--- src/rtl/logic_result_fifo.sv ---
// logic_result_fifo: show-ahead result FIFO with zero/parity flags and a saturating stall counter
// Ports: clk, rst_n (async active-low); in_valid/in_s/in_ctrl/in_ready producer side;
// out_valid/out_s/out_ctrl/out_zero/out_parity/out_ready consumer side;
// count/full/empty occupancy; stall_cnt counts cycles the producer was refused.
module logic_result_fifo #(
  parameter int WIDTH = 8,
  parameter int DEPTH = 4,
  parameter int CNTW  = 8
) (
  input  logic                       clk,
  input  logic                       rst_n,
  input  logic                       in_valid,
  input  logic [WIDTH-1:0]           in_s,
  input  logic [1:0]                 in_ctrl,
  output logic                       in_ready,
  output logic                       out_valid,
  output logic [WIDTH-1:0]           out_s,
  output logic [1:0]                 out_ctrl,
  output logic                       out_zero,
  output logic                       out_parity,
  input  logic                       out_ready,
  output logic [$clog2(DEPTH):0]     count,
  output logic                       full,
  output logic                       empty,
  output logic [CNTW-1:0]            stall_cnt
);
  localparam int AW = $clog2(DEPTH);
  localparam int CW = AW + 1;
  // entry layout: {ctrl, result, zero, parity}
  logic [WIDTH+3:0] r_mem [DEPTH];
  logic [AW-1:0]    r_wr, r_rd;
  logic [CW-1:0]    r_count;
  logic [CNTW-1:0]  r_stall;
  logic             w_push, w_pop;
  assign full      = r_count == CW'(DEPTH);
  assign empty     = r_count == '0;
  assign in_ready  = ~full;
  assign out_valid = ~empty;
  assign count     = r_count;
  assign stall_cnt = r_stall;
  assign w_push    = in_valid & in_ready;
  assign w_pop     = out_valid & out_ready;
  assign {out_ctrl, out_s, out_zero, out_parity} = r_mem[r_rd];
  always_ff @(posedge clk or negedge rst_n) begin
    if (!rst_n) begin
      for (int i = 0; i < DEPTH; i++) r_mem[i] <= '0;
      r_wr    <= '0;
      r_rd    <= '0;
      r_count <= '0;
      r_stall <= '0;
    end else begin
      if (w_push) begin
        r_mem[r_wr] <= {in_ctrl, in_s, ~|in_s, ^in_s};
        r_wr        <= r_wr + 1'b1;
      end
      if (w_pop) r_rd <= r_rd + 1'b1;
      r_count <= r_count + CW'(w_push) - CW'(w_pop);
      // saturate rather than wrap so a long stall stays visible
      if (in_valid & ~in_ready & ~&r_stall) r_stall <= r_stall + 1'b1;
    end
  end
endmodule
--- config.mk ---
export PLATFORM = sky130hd
export DESIGN_NAME = logic_result_fifo
export DESIGN_NICKNAME = d
export VERILOG_FILES = /design/src/rtl/logic_result_fifo.sv
export SDC_FILE = /design/constraint.sdc
export NUM_CORES = 1
export LEC_CHECK = 0
export CAP_MARGIN = 20
export CORE_UTILIZATION = 60
export DETAILED_ROUTE_END_ITERATION = 7
export PLACE_DENSITY = 0.88
export SLEW_MARGIN = 5
export SYNTH_ARGS = -nofsm -noshare
export SYNTH_HDL_FRONTEND = slang
export SYNTH_SLANG_ARGS = --single-unit
--- constraint.sdc ---
create_clock -name clk -period 4.2 [get_ports clk]
set_clock_uncertainty 0.2 [all_clocks]
set_input_delay 0.84 -clock clk [delete_from_list [all_inputs] [get_ports clk]]
set_output_delay 0.84 -clock clk [all_outputs]
set_load 0.02 [all_outputs]
==> results.md <==
Status:
- The run finished with clean final reports.

Worst setup path:
- The worst setup path is launched from a flip-flop.
- The worst setup path is captured at an output pin.
- STA puts the critical path data required time at 3160 ps.
- The reg-to-reg setup timing slack is roughly 1400 ps.
- The type of the worst setup path is reg -> out.
- In this run the worst path has a maximum fanout of 8.
- Data on the critical path arrives at its endpoint at 2310 ps.

Global route:
- In the global route stage, met1 resource usage came out at between 20 and 30%.
- Global routing used 39.8% of the available met2 tracks.
- The first global-routing pass estimated between 9000 and 10000 um of wire.
- The number of global-route vias before repair is a little under 2000.
- For met3 alone, demand over resource in global routing was approximately 7.5%.
- Entering global routing, the biggest net connects 46 pins.
- The remaining global-route overflow is 0.
- Global routing consumed, over all layers together, 23.5% of the routing resources.
- The initial antenna violation count is 0.
- The global-route layer with the greatest usage is met2.

Clock tree:
- After clock tree synthesis, the clock-pin slew on the worst setup and hold paths is ~60 ps.
- The number of setup buffers added after CTS is 0.
- The root cell of the clock tree is sky130_fd_sc_hd__clkbuf_8.
- The clock passes through at most 2 buffers.
- The clock latency reported for the late side of the worst-skew pair is about 330 ps.
- The number of gates resized after CTS was 0.
- TritonCTS built the clock tree.
- In this run the number of H-tree levels came out at 3.
- The hold buffer count at CTS is 0.
- Counting every sink on the clock net gives 63.
- Counting the buffers created by CTS gives 9.

Die:
- For this configuration, the core starts out at a cell density of a little over three fifths.
- The die area is 5750 um^2.
- 41 I/O pins were placed.
- The die boundary height is about 76 um.
- The width of the die is roughly 76 um.
- The core region is 5170 um^2.
- The placement row count is 26.

Run:
- Across the run, the number of max-cap violations was 0.

Routing:
- The detailed-route DRC error count is 0.
- The detailed-route wire length per cell is 18.1 um.
- Once detail routing completed, the nets flagged for antenna violations numbered 0.
- The DRC violation total after the first TritonRoute iteration is 49.
- The via density per instance is 5.57.
- The detailed-route via count is 1811.
- The total length of routed wires is 5890 um.
- The first detailed-routing pass took 4 iterations.

Final layout:
- The final core utilization is 74.3%.
- 0 antenna diodes ended up in the layout.
- At the end of the flow, the number of nets in the layout was 277.
- The synthesis-to-finish area growth is 17.4%.
- The fraction of final layout cells sized beyond drive strength 1 is 30.2%.

STA:
- Measured against its own limit, the worst slew margin works out to slightly below 60%.
- The number of pins exceeding their max-slew limit in the final report is 0.
- Setup repair after global routing left no endpoint under its margin.
- The actual slew at the worst max-slew pin is 609 ps.
- The upper clock frequency limit is between 0.2 and 0.3 GHz.
- The total setup violations reported at the end of the flow is 0.
- The setup slack after layout is roughly 850 ps.
- The total count of hold-check failures in the final report is 0.
- The fraction of the cycle the final worst path needs is 79.8%.
- The final worst hold slack is about 180 ps.
- The summed negative setup slack over all endpoints is 0 ps.
- The minimum clock period after layout is 3350 ps.

Min path:
- The class of the most critical hold timing path is in -> async.

Power and ir drop:
- The worst-case IR drop observed on VDD is 0.447 mV.
- The design draws 0.00305 W.
- For this design the ratio of total power to cell area is between 700 and 800 nW/um^2.
- The leakage power total is 1.80 nW.

Synthesis:
- The number of nets in the synthesized netlist is roughly 230.
- Summed over its instances, the top area cell type makes up 48.2% of the synthesized netlist area.
- Yosys mapped a number of flops with a built-in enable equal to 0.
- Ranked by total cell area, the synthesized netlist is headed by sky130_fd_sc_hd__dfrtp_1 48%, sky130_fd_sc_hd__mux2_4 18%, sky130_fd_sc_hd__mux4_2 8.3%.
- The register bit count reported by yosys is 63.
- Among all flip-flop cells after synthesis, the most frequent one is sky130_fd_sc_hd__dfrtp_1.
- The cell type contributing the most total cell area after synthesis is sky130_fd_sc_hd__dfrtp_1.
- The post-synthesis instance area is around 3300 um^2.
- The average footprint of a synthesized cell is 16.0 um^2.
- The part of the Yosys area used for sequential elements is 48.2%.
- The cell count after synthesis came out at 205.
- The Yosys step of the flow raised 0 warnings.
- The netlist uses 35 different library cells.
- The proportion of register bits with asynchronous set or reset after synthesis is 100%.

Placement:
- The number of I/O port buffers is 40.
- The HPWL reported at the end of detailed placement is just over 4000 um.
- The global placement routability congestion is 0.771.
- Timing analysis after detailed placement gives a worst setup slack of 811 ps.
-- cell usage after synthesis (2+ instances only) --
library cell                number
sky130_fd_sc_hd__mux2_1          9
sky130_fd_sc_hd__mux2_4         40
sky130_fd_sc_hd__and4_1          2
sky130_fd_sc_hd__nor2_1          2
sky130_fd_sc_hd__dfrtp_1        63
sky130_fd_sc_hd__nand2_1         3
sky130_fd_sc_hd__mux2_2          2
sky130_fd_sc_hd__nand3_4         4
sky130_fd_sc_hd__mux4_2         12
sky130_fd_sc_hd__ha_1           11
sky130_fd_sc_hd__inv_1          16
sky130_fd_sc_hd__a2111oi_2       2
sky130_fd_sc_hd__xnor2_1         8
sky130_fd_sc_hd__nand4_1         2
sky130_fd_sc_hd__xor2_1          4
sky130_fd_sc_hd__buf_2           2
sky130_fd_sc_hd__buf_12          4
sky130_fd_sc_hd__nand3_1         2
-- worst max-delay path: stages (launching register included) --
cell and delay [ps]:
sky130_fd_sc_hd__dfrtp_1 620, sky130_fd_sc_hd__buf_4 290, sky130_fd_sc_hd__mux4_2 520, sky130_fd_sc_hd__clkdlybuf4s50_1 550
-- cells by family after synthesis --
| logic type | Yosys count | synth area share (%) |
|---|---|---|
| mux | 64 | 30.7 |
| flops | 63 | 48.2 |
| buf+inv | 24 | 5.05 |
| simple gates | 22 | 5.81 |
| xor+xnor | 12 | 3.21 |
| fa+ha+maj | 12 | 4.82 |
| compound gates | 8 | 2.26 |
-- power breakdown --
part           switching [W]  leakage [nW]  total [W]  internal (W)
Combinational       0.000587         0.961    0.00148      0.000897
Sequential          0.000239         0.760    0.00112      0.000885
Clock               0.000212        0.0805   0.000439      0.000227
-- final timing paths --
kind,startpoint,endpoint,cells after the start
hold / removal,rst_n,r_mem[25],1
min in group clk,r_mem[35],r_mem[35],1
setup / recovery,r_rd[0],out_parity,3
max in group asynchronous,rst_n,r_mem[19],3
setup reg to reg,count[1],count[2],9
hold reg to reg,r_mem[35],r_mem[35],1
-- final cells by class --
cell class	instances	area (um^2)
Multi-Input combinational cell	118	1530
Tap cell	70	87.6
Fill cell	332	1330
Timing Repair Buffer	43	430
Clock inverter	1	5.00
Clock buffer	14	153
Inverter	16	60.1
Sequential cell	63	1580
-- through the flow --
step	area (um^2)	std cells
floorplan	3270	205
global placement	3670	309
detailed placement	3670	309
CTS	3820	324
global route	3840	325
finish	3840	325
-- sequential cells by signal, summed over array words and instances (netlist names) --
register and cells:
r_mem 48, stall_cnt 8, count 3, r_rd 2, r_wr 2
-- cell usage in the layout (no fill, tap or decap), types with 3 or more instances in the layout --
master                            synthesis  final
sky130_fd_sc_hd__clkbuf_1                 0      4
sky130_fd_sc_hd__xnor2_1                  8      8
sky130_fd_sc_hd__clkbuf_8                 0     10
sky130_fd_sc_hd__mux2_1                   9      9
sky130_fd_sc_hd__nand2_1                  3      3
sky130_fd_sc_hd__ha_1                    11     11
sky130_fd_sc_hd__clkdlybuf4s50_1          0     39
sky130_fd_sc_hd__mux4_2                  12     12
sky130_fd_sc_hd__mux2_4                  40     40
sky130_fd_sc_hd__nand3_4                  4      4
sky130_fd_sc_hd__inv_1                   16     16
sky130_fd_sc_hd__xor2_1                   4      4
sky130_fd_sc_hd__dfrtp_1                 63     63
-- routing by layer --
metal	part of all wire, %	routed length, um
met1	43	2540
met4	0.92	54
met2	52	3050
met3	4.1	244
met5	0	0
Power figures use the tool's default switching activity.
